## src/rtl/acond_entradas.sv

```systemverilog
// Input conditioning: two-flop synchronizer plus stable-count debounce for the
// temperature word, presence, ignition and activate inputs, with event pulses.
module acond_entradas #(
    parameter int STABLE_CYCLES = 1000000,
    parameter int CNT_W         = 20
) (
    input  logic       clk,
    input  logic       rst,
    input  logic [4:0] temp_raw,
    input  logic       pres_raw,
    input  logic       carro_raw,
    input  logic       active_raw,
    output logic [4:0] temp_db,
    output logic       pres_db,
    output logic       carro_db,
    output logic       active_db,
    output logic       active_pulse,
    output logic       cambio
);

    localparam int N_CH   = 4;
    localparam int WORD_W = 5;
    localparam int CH_T   = 0;
    localparam int CH_P   = 1;
    localparam int CH_C   = 2;
    localparam int CH_A   = 3;

    localparam logic [CNT_W-1:0] CNT_LAST = CNT_W'(STABLE_CYCLES - 1);

    // Every channel is carried at the temperature word's width; the single-bit
    // channels keep their upper bits at a constant 0.
    logic [WORD_W-1:0] raw_w   [N_CH];
    logic [WORD_W-1:0] sync1_q [N_CH];
    logic [WORD_W-1:0] sync1_d [N_CH];
    logic [WORD_W-1:0] sync2_q [N_CH];
    logic [WORD_W-1:0] sync2_d [N_CH];
    logic [WORD_W-1:0] cand_q  [N_CH];
    logic [WORD_W-1:0] cand_d  [N_CH];
    logic [WORD_W-1:0] out_q   [N_CH];
    logic [WORD_W-1:0] out_d   [N_CH];
    logic [CNT_W-1:0]  cnt_q   [N_CH];
    logic [CNT_W-1:0]  cnt_d   [N_CH];
    logic [N_CH-1:0]   commit;
    logic              cambio_q, cambio_d;
    logic              active_pulse_q, active_pulse_d;

    assign raw_w[CH_T] = temp_raw;
    assign raw_w[CH_P] = {4'b0000, pres_raw};
    assign raw_w[CH_C] = {4'b0000, carro_raw};
    assign raw_w[CH_A] = {4'b0000, active_raw};

    always_comb begin
        // NOTE: every signal gets a default before any branch so no latch is inferred.
        for (int ch = 0; ch < N_CH; ch++) begin
            sync1_d[ch] = raw_w[ch];
            sync2_d[ch] = sync1_q[ch];
            cand_d[ch]  = cand_q[ch];
            cnt_d[ch]   = cnt_q[ch];
            out_d[ch]   = out_q[ch];
            if (sync2_q[ch] != cand_q[ch]) begin
                cand_d[ch] = sync2_q[ch];
                cnt_d[ch]  = '0;
            end else if (cnt_q[ch] == CNT_LAST) begin
                out_d[ch] = cand_q[ch];
            end else begin
                cnt_d[ch] = cnt_q[ch] + 1'b1;
            end
            commit[ch] = (out_d[ch] != out_q[ch]);
        end
    end

    // Pulses are registered so they line up with the edge that commits the level.
    always_comb begin
        cambio_d       = commit[CH_T] | commit[CH_P] | commit[CH_C];
        active_pulse_d = commit[CH_A] & ~out_q[CH_A][0];
    end

    // NOTE: sequential state uses non-blocking assignments only, so every flop
    // samples the pre-edge value of its neighbours.
    always_ff @(posedge clk or posedge rst) begin
        if (rst) begin
            for (int ch = 0; ch < N_CH; ch++) begin
                sync1_q[ch] <= '0;
                sync2_q[ch] <= '0;
                cand_q[ch]  <= '0;
                out_q[ch]   <= '0;
                cnt_q[ch]   <= '0;
            end
            cambio_q       <= 1'b0;
            active_pulse_q <= 1'b0;
        end else begin
            for (int ch = 0; ch < N_CH; ch++) begin
                sync1_q[ch] <= sync1_d[ch];
                sync2_q[ch] <= sync2_d[ch];
                cand_q[ch]  <= cand_d[ch];
                out_q[ch]   <= out_d[ch];
                cnt_q[ch]   <= cnt_d[ch];
            end
            cambio_q       <= cambio_d;
            active_pulse_q <= active_pulse_d;
        end
    end

    assign temp_db      = out_q[CH_T];
    assign pres_db      = out_q[CH_P][0];
    assign carro_db     = out_q[CH_C][0];
    assign active_db    = out_q[CH_A][0];
    assign cambio       = cambio_q;
    assign active_pulse = active_pulse_q;

endmodule
```

## config.mk

```make
export PLATFORM = sky130hd
export DESIGN_NAME = acond_entradas
export DESIGN_NICKNAME = d
export VERILOG_FILES = /design/src/rtl/acond_entradas.sv
export SDC_FILE = /design/constraint.sdc
export NUM_CORES = 1
export LEC_CHECK = 0
export ABC_AREA = 1
export BUFFER_PORTS_ARGS = -buffer_cell sky130_fd_sc_hd__buf_2
export CORE_ASPECT_RATIO = 0.7
export CORE_MARGIN = 2
export CORE_UTILIZATION = 50
export CTS_BUF_LIST = sky130_fd_sc_hd__clkbuf_8 sky130_fd_sc_hd__clkbuf_16
export DETAILED_ROUTE_END_ITERATION = 7
export HOLD_SLACK_MARGIN = 0.12
export PLACE_DENSITY = 0.75
export SLEW_MARGIN = 40
export SYNTH_ARGS = -nofsm -noshare
export SYNTH_HDL_FRONTEND = slang
export SYNTH_SLANG_ARGS = --single-unit
```

## constraint.sdc

```tcl
create_clock -name clk -period 6.55 [get_ports clk]
set_input_delay 0.655 -clock clk [delete_from_list [all_inputs] [get_ports clk]]
set_output_delay 0.655 -clock clk [all_outputs]
set_load 0.005 [all_outputs]
```

==> flow_metrics.env, run 1 <==
export IMPL_status="complete, no violations"
export IMPL_coreArea_um2=12400
export IMPL_leakage_uw=0.00343
export IMPL_start_util_pct=51.0
export IMPL_relSlewSlack_pct=59.1
export IMPL_overflow=0
export IMPL_synth_edf_count=0
export IMPL_async_reset_ff_share_pct=100
export IMPL_drt_initial_drc_count=421
export IMPL_globalplace_congestion=0.863
export IMPL_cts_hold_buf=0
export IMPL_worst_hold_path_type="in -> async"
export IMPL_wl_per_cell_um=13.7
export IMPL_reg2reg_to="cnt_q[66]$_DFFE_PP0P_"
export IMPL_placed_area_um2=6500
export IMPL_avgSynthCellArea_um2=8.07
export IMPL_reg2reg_slack_ns=4.34
export IMPL_cts_made_buffers=17
export IMPL_fmax_ghz=0.452
export IMPL_syn_area_um2=6310
export IMPL_dieHeight_um=98.0
export IMPL_ys_seq_area_share_pct=50.0
export IMPL_synthFlopType="dfrtp_1"
export IMPL_ios=20
export IMPL_dp_hpwl_mm=8.73
export IMPL_first_pass_iters=5
export IMPL_grt_pass1_vias=4570
export IMPL_syn_inst=782
export IMPL_irDropWorstVdd_mv=0.224
export IMPL_synth_cell_types=43
export IMPL_final_cell_mix="nand2_1 (150), dfrtp_1 (126), inv_1 (122)"
export IMPL_r2r_cells=8
export IMPL_max_cap_violations=0
export IMPL_rows=34
export IMPL_stdcell_area_um2=7160
export IMPL_synth_top_area_cell="dfrtp_1"
export IMPL_grt_usage_pct=20.2
export IMPL_die_x_um=138
export IMPL_critPathCaptureType="flop"
export IMPL_hold_viol=0
export IMPL_syn_to_final_growth_pct=13.5
export IMPL_seq_area_um2=3150
export IMPL_port_buffer_count=19
export IMPL_clock_latency_ns=0.41
export IMPL_drv_slew=0
export IMPL_arrival_ns=2.51
export IMPL_drc=0
export IMPL_grt_pass1_wl_mm=22.4
export IMPL_fin_nets=813
export IMPL_viasPerCell=5.27
export IMPL_drt_antenna_violating_nets=0
export IMPL_finalClockSkew_ns=0.0104
export IMPL_n_antenna_cell=0
export IMPL_clock_tree_buffer_depth=2
export IMPL_grt_max_degree=65
export IMPL_num_vias=5131
export IMPL_mostFrequentLayoutCell="nand2_1"
export IMPL_fin_crit_sh_pct=33.7
export IMPL_htreeDepth=4
export IMPL_drive_above_1_share_pct=11.1
export IMPL_grt_antenna_before_repair=0
export IMPL_post_route_min_period_ns=2.21
export IMPL_fin_tns_setup_ns=0
export IMPL_die_area_um2=13500
export IMPL_root_buffer="clkbuf_16"
export IMPL_multi_input_area_um2=2560
export IMPL_finalSetupViolations=0
export IMPL_cts_tree="built"
export IMPL_power_density_nw_per_um2=266
export IMPL_required_ns=6.85
export IMPL_rr_startpoint="cand_q[19]$_DFFE_PP0N_"
export IMPL_worstMarginPinSlew_ns=0.612
export IMPL_clkSlewWorstSetupHoldPaths_ns=0.06
export IMPL_yosys_top_cells_area="dfrtp_1 (50%), nand2_1 (8.9%), inv_1 (7.3%)"
export IMPL_rsz0062_at_grt="false"
export IMPL_syn_num_nets=796
export IMPL_wl_mm=13.3
export IMPL_crit_start="cand_q[19]$_DFFE_PP0N_"
export IMPL_cts_resized=0
export IMPL_yosys_warnings=0
export IMPL_nFillCells=1039
export IMPL_netlist_area_leader_share_pct=50.0
export IMPL_critPathKind="reg -> reg"
export IMPL_worstPathMaxFanout=27
export IMPL_postCtsSetupBuffers=0
export IMPL_synth_seq_cells=126
export IMPL_cts_sinks=126
export IMPL_start_kind="flop"
## synth_stat cells (6+ instances only)
cell type and count:
clkbuf_1 12, xor2_1 6, inv_2 7, inv_1 122, nor3_1 23, nor2_2 12
a21oi_1 36, nand2_1 150, o21ai_0 36, dfrtp_1 126, o21ai_1 10, nand3_1 43
nor2_1 86, nor4_1 6, a31oi_1 6, nand4_1 43
## how the worst max path moves through the flow
stage / endpoint / slack [ns]
floorplan: active_db$_DFF_PP0_ / 2.54
global placement: cnt_q[38]$_DFFE_PP0P_ / 4.36
detailed placement: cnt_q[25]$_DFFE_PP0P_ / 4.32
CTS: cnt_q[66]$_DFFE_PP0P_ / 4.36
global route: cnt_q[66]$_DFFE_PP0P_ / 4.12
finish: cnt_q[66]$_DFFE_PP0P_ / 4.34
## stage by stage
step	util (%)	hold WS [ns]	std cells	worst slack, ns	power (µW)
detailed placement	52.5	0.335	942	4.32	868
CTS	57.8	0.335	973	4.36	1920
finish	57.9	0.319	973	4.34	1900
floorplan	-	0.331	782	2.54	852
global placement	52.5	0.332	942	4.36	866
global route	57.9	0.328	973	4.12	1960
## worst max-delay path, stage by stage, from the launching register on
cell	delay, ns
dfrtp_1	0.42
xnor2_1	0.17
nand3_1	0.13
nor2_4	0.50
nand2_1	0.43
nand4_1	0.23
a21oi_1	0.10
o21ai_1	0.08
inv_1	0.05
## metal layers
layer	wire length [µm]	share of wire, %	GRT usage, %
met5	0	0	0
met2	5520	41	28.0
met4	145	1.1	4.71
met3	683	5.1	5.35
met1	6960	52	31.6
## area by class of cell
| cell class | instances | area share (%) |
|---|---|---|
| inverters | 129 | 6.83 |
| flip-flops and latches | 126 | 44.0 |
| clock inverters | 11 | 2.62 |
| multi-input cells | 505 | 35.7 |
| repair buffers | 20 | 1.48 |
| well taps | 162 | 2.83 |
| clock buffers | 20 | 6.51 |
## registers in the layout, indices dropped and copies added (netlist names), 5 cells and up
signal / cells
cnt_q: 80
out_q: 12
cand_q: 8
sync1_q: 8
sync2_q: 8
temp_db: 5
## where the power goes
part | switching, µW | internal (µW)
registers | 9.36 | 792
clock network | 346 | 702
logic | 39.8 | 13.1
## cells by family (layout without fill, tap and decap cells)
kind of cell	count (synthesis)	count (layout)	synth area share, %
compound gates	100	100	8.76
simple gates	390	390	29.4
buf+inv	151	180	9.52
flops	126	126	50.0
fa+ha+maj	4	4	0.793
xor+xnor	11	11	1.53
No activity file was read; power rests on OpenSTA's default activity.
==> run 2, diff against run 1 <==
Settings changed: PLACE_DENSITY 0.75 to 0.78.
Clock period 6.55 ns to 1.79 ns, I/O delays scaled along.
==> run 2 against run 1 <==
  * Combinational power rose to 4.8 times the previous value
  * Sequential cell count unchanged
  * Cell area up 6.7%
  * Cell count is 4.6% higher
  * Hold slack improved by 0.026 ns
  * Critical path depth increased by 2
  * Sequential share of layout area fell by 2.8 points
  * Power grew to 3.7 times the previous value
  * Count of clock-buffer cells in the layout shrank 1
==> flow_metrics.env, run 2 (synthesis results as in run 1) <==
export IMPL_hold_worst_slack_ns=0.345
export IMPL_worst_hold_path_type="in -> async"
export IMPL_reg2reg_slack_ns=0.1
export IMPL_largest_register="cnt_q"
export IMPL_wl_per_cell_um=13.5
export IMPL_r2r_cells=10
export IMPL_required_ns=2.09
export IMPL_dp_hpwl_mm=9.35
export IMPL_clkSlewWorstSetupHoldPaths_ns=0.06
export IMPL_rows=34
export IMPL_layout_setup_ws_ns=0.0961
export IMPL_ios=20
export IMPL_port_buffer_count=19
export IMPL_start_util_pct=51.0
export IMPL_critPathCaptureType="flop"
export IMPL_grt_pass1_vias=4761
export IMPL_globalplace_congestion=0.896
export IMPL_cts_sinks=126
export IMPL_root_buffer="clkbuf_16"
export IMPL_use_met1_pct=32.2
export IMPL_grt_max_degree=36
export IMPL_drc=0
export IMPL_dp_cells=968
export IMPL_dieHeight_um=98.0
export IMPL_finalClockSkew_ns=0.00939
export IMPL_leakage_uw=0.00371
export IMPL_max_cap_violations=0
export IMPL_stdcell_area_um2=7640
export IMPL_first_pass_iters=7
export IMPL_drv_slew=0
export IMPL_worstMarginPinSlew_ns=0.540
export IMPL_drt_initial_drc_count=486
export IMPL_htreeDepth=4
export IMPL_grt_antenna_before_repair=0
export IMPL_fin_crit_sh_pct=94.6
export IMPL_die_x_um=138
export IMPL_drt_antenna_violating_nets=0
export IMPL_power_density_nw_per_um2=917
export IMPL_irDropWorstVdd_mv=0.809
export IMPL_top_usage_layer="met1"
export IMPL_reg_top3="cnt_q (80), out_q (12)"
export IMPL_post_route_min_period_ns=1.69
export IMPL_mostFrequentLayoutCell="nand2_1"
export IMPL_worstPathMaxFanout=4
export IMPL_place_ws_ns=0.0581
export IMPL_start_kind="flop"
export IMPL_met3_usage_pct=4.66
export IMPL_fin_nets=857
export IMPL_arrival_ns=2.00
export IMPL_relSlewSlack_pct=63.9
export IMPL_hold_viol=0
export IMPL_finalSetupViolations=0
export IMPL_rsz0062_at_grt="true"
export IMPL_clock_tree_buffer_depth=2
export IMPL_viasPerCell=5.20
export IMPL_status="complete, no violations"
export IMPL_critPathKind="reg -> reg"
export IMPL_syn_to_final_growth_pct=21.2
export IMPL_overflow=0
export IMPL_wl_mm=13.7
export IMPL_die_area_um2=13500
export IMPL_num_vias=5293
export IMPL_placed_area_um2=6750
export IMPL_final_cell_mix="nand2_1 (146), dfrtp_1 (126), inv_1 (123)"
export IMPL_rr_startpoint="cnt_q[61]$_DFFE_PP0P_"
export IMPL_grt_pass1_wl_mm=22.8
export IMPL_clock_latency_ns=0.41
export IMPL_n_antenna_cell=0
export IMPL_coreArea_um2=12400
export IMPL_reg2reg_to="cnt_q[78]$_DFFE_PP0P_"
export IMPL_drive_above_1_share_pct=16.0
export IMPL_power_uw=7010
export IMPL_met2_usage_pct=28.8
export IMPL_largest_reg_flops=80
export IMPL_fmax_ghz=0.590
export IMPL_stdcell_count=1018
export IMPL_cts_made_buffers=17
export IMPL_grt_usage_pct=20.7
export IMPL_cts_tree="built"
[run 2: what timing repair did]
item / 4_1_cts / 5_1_grt
setup buffers: 0 / 9
setup endpoints to repair: 0 / 25
gates resized for setup: 0 / 22
hold buffers: 9 / 0
hold endpoints to repair: 26 / 0
[run 2: final cells by class]
type / instances / area (µm²)
clock buffers: 19 / 453
clock inverters: 13 / 195
fillers: 1002 / 4730
inverters: 129 / 488
multi-input cells: 505 / 2650
flip-flops and latches: 126 / 3150
well taps: 162 / 203
repair buffers: 64 / 505
[run 2: worst max-delay path, cell delays in order, from the launching register on]
cell	delay (ns)
dfrtp_1	0.42
ha_4	0.18
nand3_2	0.08
inv_2	0.11
nand2_4	0.06
nor2_4	0.13
nand3_4	0.10
nor3_4	0.26
nand3_2	0.10
nor2_1	0.09
nor2_1	0.05
[run 2: worst max-delay path by stage]
| stage | end | startpoint | slack (ns) |
|---|---|---|---|
| floorplan | active_db$_DFF_PP0_ | rst | 0.06 |
| global placement | active_pulse$_DFF_PP0_ | cnt_q[0]$_DFFE_PP0P_ | 0.09 |
| detailed placement | active_pulse$_DFF_PP0_ | cnt_q[0]$_DFFE_PP0P_ | 0.06 |
| CTS | active_pulse$_DFF_PP0_ | cnt_q[0]$_DFFE_PP0P_ | 0.05 |
| global route | cnt_q[78]$_DFFE_PP0P_ | cnt_q[61]$_DFFE_PP0P_ | -0.04 |
| finish | cnt_q[78]$_DFFE_PP0P_ | cnt_q[61]$_DFFE_PP0P_ | 0.1 |
[run 2: layer usage]
metal | part of all wire (%) | vias to the layer above
li1 | - | 2670
met1 | 52 | 2443
met2 | 41 | 149
met3 | 5.3 | 31
met4 | 1.5 | 0
met5 | 0 | -
[run 2: report_power, final]
group / switching (µW) / internal (µW) / leakage, µW
clock network: 1300 / 2530 / 0.000329
registers: 36.8 / 2900 / 0.00170
logic: 159 / 96.0 / 0.00168
total: 1490 / 5520 / 0.00371
[run 2: per-stage QoR]
step / TNS, ns / utilization (%)
floorplan: 0 / -
global placement: 0 / 54.5
detailed placement: 0 / 54.5
CTS: 0 / 60.5
global route: -0.0913 / 61.8
finish: 0 / 61.8
==> run 3, diff against run 2 <==
--- a/config.mk
+++ b/config.mk
@@ -15,5 +15,4 @@
 export HOLD_SLACK_MARGIN = 0.12
 export PLACE_DENSITY = 0.78
-export SLEW_MARGIN = 40
 export SYNTH_ARGS = -nofsm -noshare
 export SYNTH_HDL_FRONTEND = slang
==> constraint.sdc (replaced) <==
create_clock -name clk -period 1.79 [get_ports clk]
set_input_delay 0.358 -clock clk [delete_from_list [all_inputs] [get_ports clk]]
set_output_delay 0.358 -clock clk [all_outputs]
set_load 0.005 [all_outputs]
==> run 3 against run 2 <==
  * Sequential power is essentially flat
  * Critical path depth grew 1
  * Combinational power about the same
  * Power is 7.9% lower
  * Fmax shrank 1.8%
  * Global-route usage up 0.44 points
  * Die area did not move
  * Clock skew increased by 0.0041 ns
  * Largest cell class unchanged
  * Largest power group unchanged
==> flow_metrics.env, run 3 (synthesis results as in run 1) <==
export IMPL_drive_above_1_share_pct=17.5
export IMPL_required_ns=2.14
export IMPL_fin_nets=860
export IMPL_mostFrequentLayoutCell="nand2_1"
export IMPL_irDropWorstVdd_mv=0.695
export IMPL_htreeDepth=4
export IMPL_num_vias=5358
export IMPL_grt_max_degree=55
export IMPL_final_util_pct=61.4
export IMPL_worstMarginPinSlew_ns=0.443
export IMPL_p_comb_share_pct=4.0
export IMPL_globalplace_congestion=0.891
export IMPL_die_area_um2=13500
export IMPL_relSlewSlack_pct=70.2
export IMPL_drt_antenna_violating_nets=0
export IMPL_reg_top3="cnt_q (80), out_q (12)"
export IMPL_hold_viol=0
export IMPL_worst_hold_path_type="reg -> reg"
export IMPL_leakage_uw=0.00365
export IMPL_power_switching_uw=1530
export IMPL_arrival_ns=2.07
export IMPL_status="complete, no violations"
export IMPL_placed_area_um2=6740
export IMPL_stdcell_area_um2=7600
export IMPL_dp_hpwl_mm=9.56
export IMPL_critPathKind="reg -> reg"
export IMPL_start_kind="flop"
export IMPL_post_route_min_period_ns=1.73
export IMPL_dieHeight_um=98.0
export IMPL_clkSlewWorstSetupHoldPaths_ns=0.06
export IMPL_port_buffer_count=19
export IMPL_r2r_cells=11
export IMPL_cts_sinks=126
export IMPL_syn_to_final_growth_pct=20.4
export IMPL_cts_tree="built"
export IMPL_drc=0
export IMPL_viasPerCell=5.25
export IMPL_grt_pass1_wl_mm=23.3
export IMPL_start_util_pct=51.0
export IMPL_p_seq_share_pct=45.4
export IMPL_overflow=0
export IMPL_grt_pass1_vias=4877
export IMPL_clock_latency_ns=0.42
export IMPL_whs_path_depth=0
export IMPL_max_cap_violations=0
export IMPL_cts_made_buffers=17
export IMPL_critPathCaptureType="flop"
export IMPL_largest_reg_flops=80
export IMPL_drt_initial_drc_count=574
export IMPL_finalClockSkew_ns=0.0135
export IMPL_clkPwrFrac_pct=50.7
export IMPL_rows=34
export IMPL_worstPathMaxFanout=4
export IMPL_grt_antenna_before_repair=0
export IMPL_power_density_nw_per_um2=850
export IMPL_ios=20
export IMPL_fin_crit_sh_pct=96.4
export IMPL_grt_usage_pct=21.1
export IMPL_wl_per_cell_um=13.8
export IMPL_drv_slew=0
export IMPL_p_sw_share_pct=23.6
export IMPL_fmax_ghz=0.580
export IMPL_die_x_um=138
export IMPL_finalSetupViolations=0
export IMPL_wl_mm=14.1
export IMPL_first_pass_iters=5
export IMPL_n_antenna_cell=0
export IMPL_root_buffer="clkbuf_16"
export IMPL_final_cell_mix="nand2_1 (145), dfrtp_1 (123), inv_1 (121)"
export IMPL_coreArea_um2=12400
export IMPL_hold_worst_slack_ns=0.349
export IMPL_largest_register="cnt_q"
export IMPL_p_int_uw=4930
export IMPL_clock_tree_buffer_depth=2
==> run 3: per-layer routing <==
layer / share of wire (%) / GRT usage, % / up-vias
met5: 0 / 0 / -
met2: 43 / 30.2 / 174
met4: 1.5 / 5.97 / 0
met3: 5.8 / 4.51 / 26
met1: 50 / 32.5 / 2483
li1: - / - / 2675
==> run 3: final timing paths <==
path | startpoint | to | slack (ns)
worst max-delay path | cnt_q[61]$_DFFE_PP0P_ | cnt_q[78]$_DFFE_PP0P_ | 0.06
worst min-delay path | sync1_q[0]$_DFF_PP0_ | sync2_q[0]$_DFF_PP0_ | 0.35
worst max register to register | cnt_q[61]$_DFFE_PP0P_ | cnt_q[78]$_DFFE_PP0P_ | 0.06
worst min register to register | sync1_q[0]$_DFF_PP0_ | sync2_q[0]$_DFF_PP0_ | 0.35
max in group asynchronous | rst | cnt_q[65]$_DFFE_PP0P_ | 0.69
min in group asynchronous | rst | cnt_q[40]$_DFFE_PP0P_ | 0.48
==> run 3: power groups by stage <==
| stage | clock network (µW) | logic [µW] | registers [µW] |
|---|---|---|---|
| 2_1_floorplan | 0 | 149 | 2970 |
| 3_3_place_gp | 0 | 233 | 2980 |
| 3_5_place_dp | 0 | 236 | 2980 |
| 4_1_cts | 3320 | 251 | 2930 |
| 5_1_grt | 3470 | 290 | 2940 |
| 6_report | 3270 | 255 | 2930 |
==> run 3: metrics by stage <==
| stage | instances | setup slack [ns] | TNS [ns] | power [µW] |
|---|---|---|---|---|
| 2_1_floorplan | 782 | -0.121 | -15.28 | 3120 |
| 3_3_place_gp | 968 | 0.0946 | 0 | 3210 |
| 3_5_place_dp | 968 | 0.0494 | 0 | 3220 |
| 4_1_cts | 1009 | 0.0408 | 0 | 6500 |
| 5_1_grt | 1021 | -0.0328 | -0.163 | 6690 |
| 6_report | 1021 | 0.0645 | 0 | 6460 |
==> run 3: layout make-up <==
| cell class | instances | area, µm² |
|---|---|---|
| fill | 1018 | 4780 |
| multi-input combinational | 505 | 2670 |
| clock inverter | 14 | 121 |
| sequential | 126 | 3160 |
| inverter | 129 | 488 |
| clock buffer | 18 | 439 |
| timing repair buffer | 67 | 515 |
| tap | 162 | 203 |
==> run 3: critical path: stages (launching register included) <==
cell and delay [ns]:
dfrtp_1 0.40, ha_4 0.16, nand3_1 0.08, inv_2 0.10
nand2_2 0.08, nor2_4 0.15, nand3_4 0.10, nor3_4 0.27
nand3_2 0.12, nand2_1 0.07, nand2_1 0.05, nor2_1 0.07
==> run 3: repair_timing <==
item | 4_1_cts | 5_1_grt
hold buffers | 9 | 0
endpoints found under the setup margin | 0 | 29
buffers inserted | 0 | 12
hold endpoints to repair | 20 | 0
resized for setup | 0 | 32
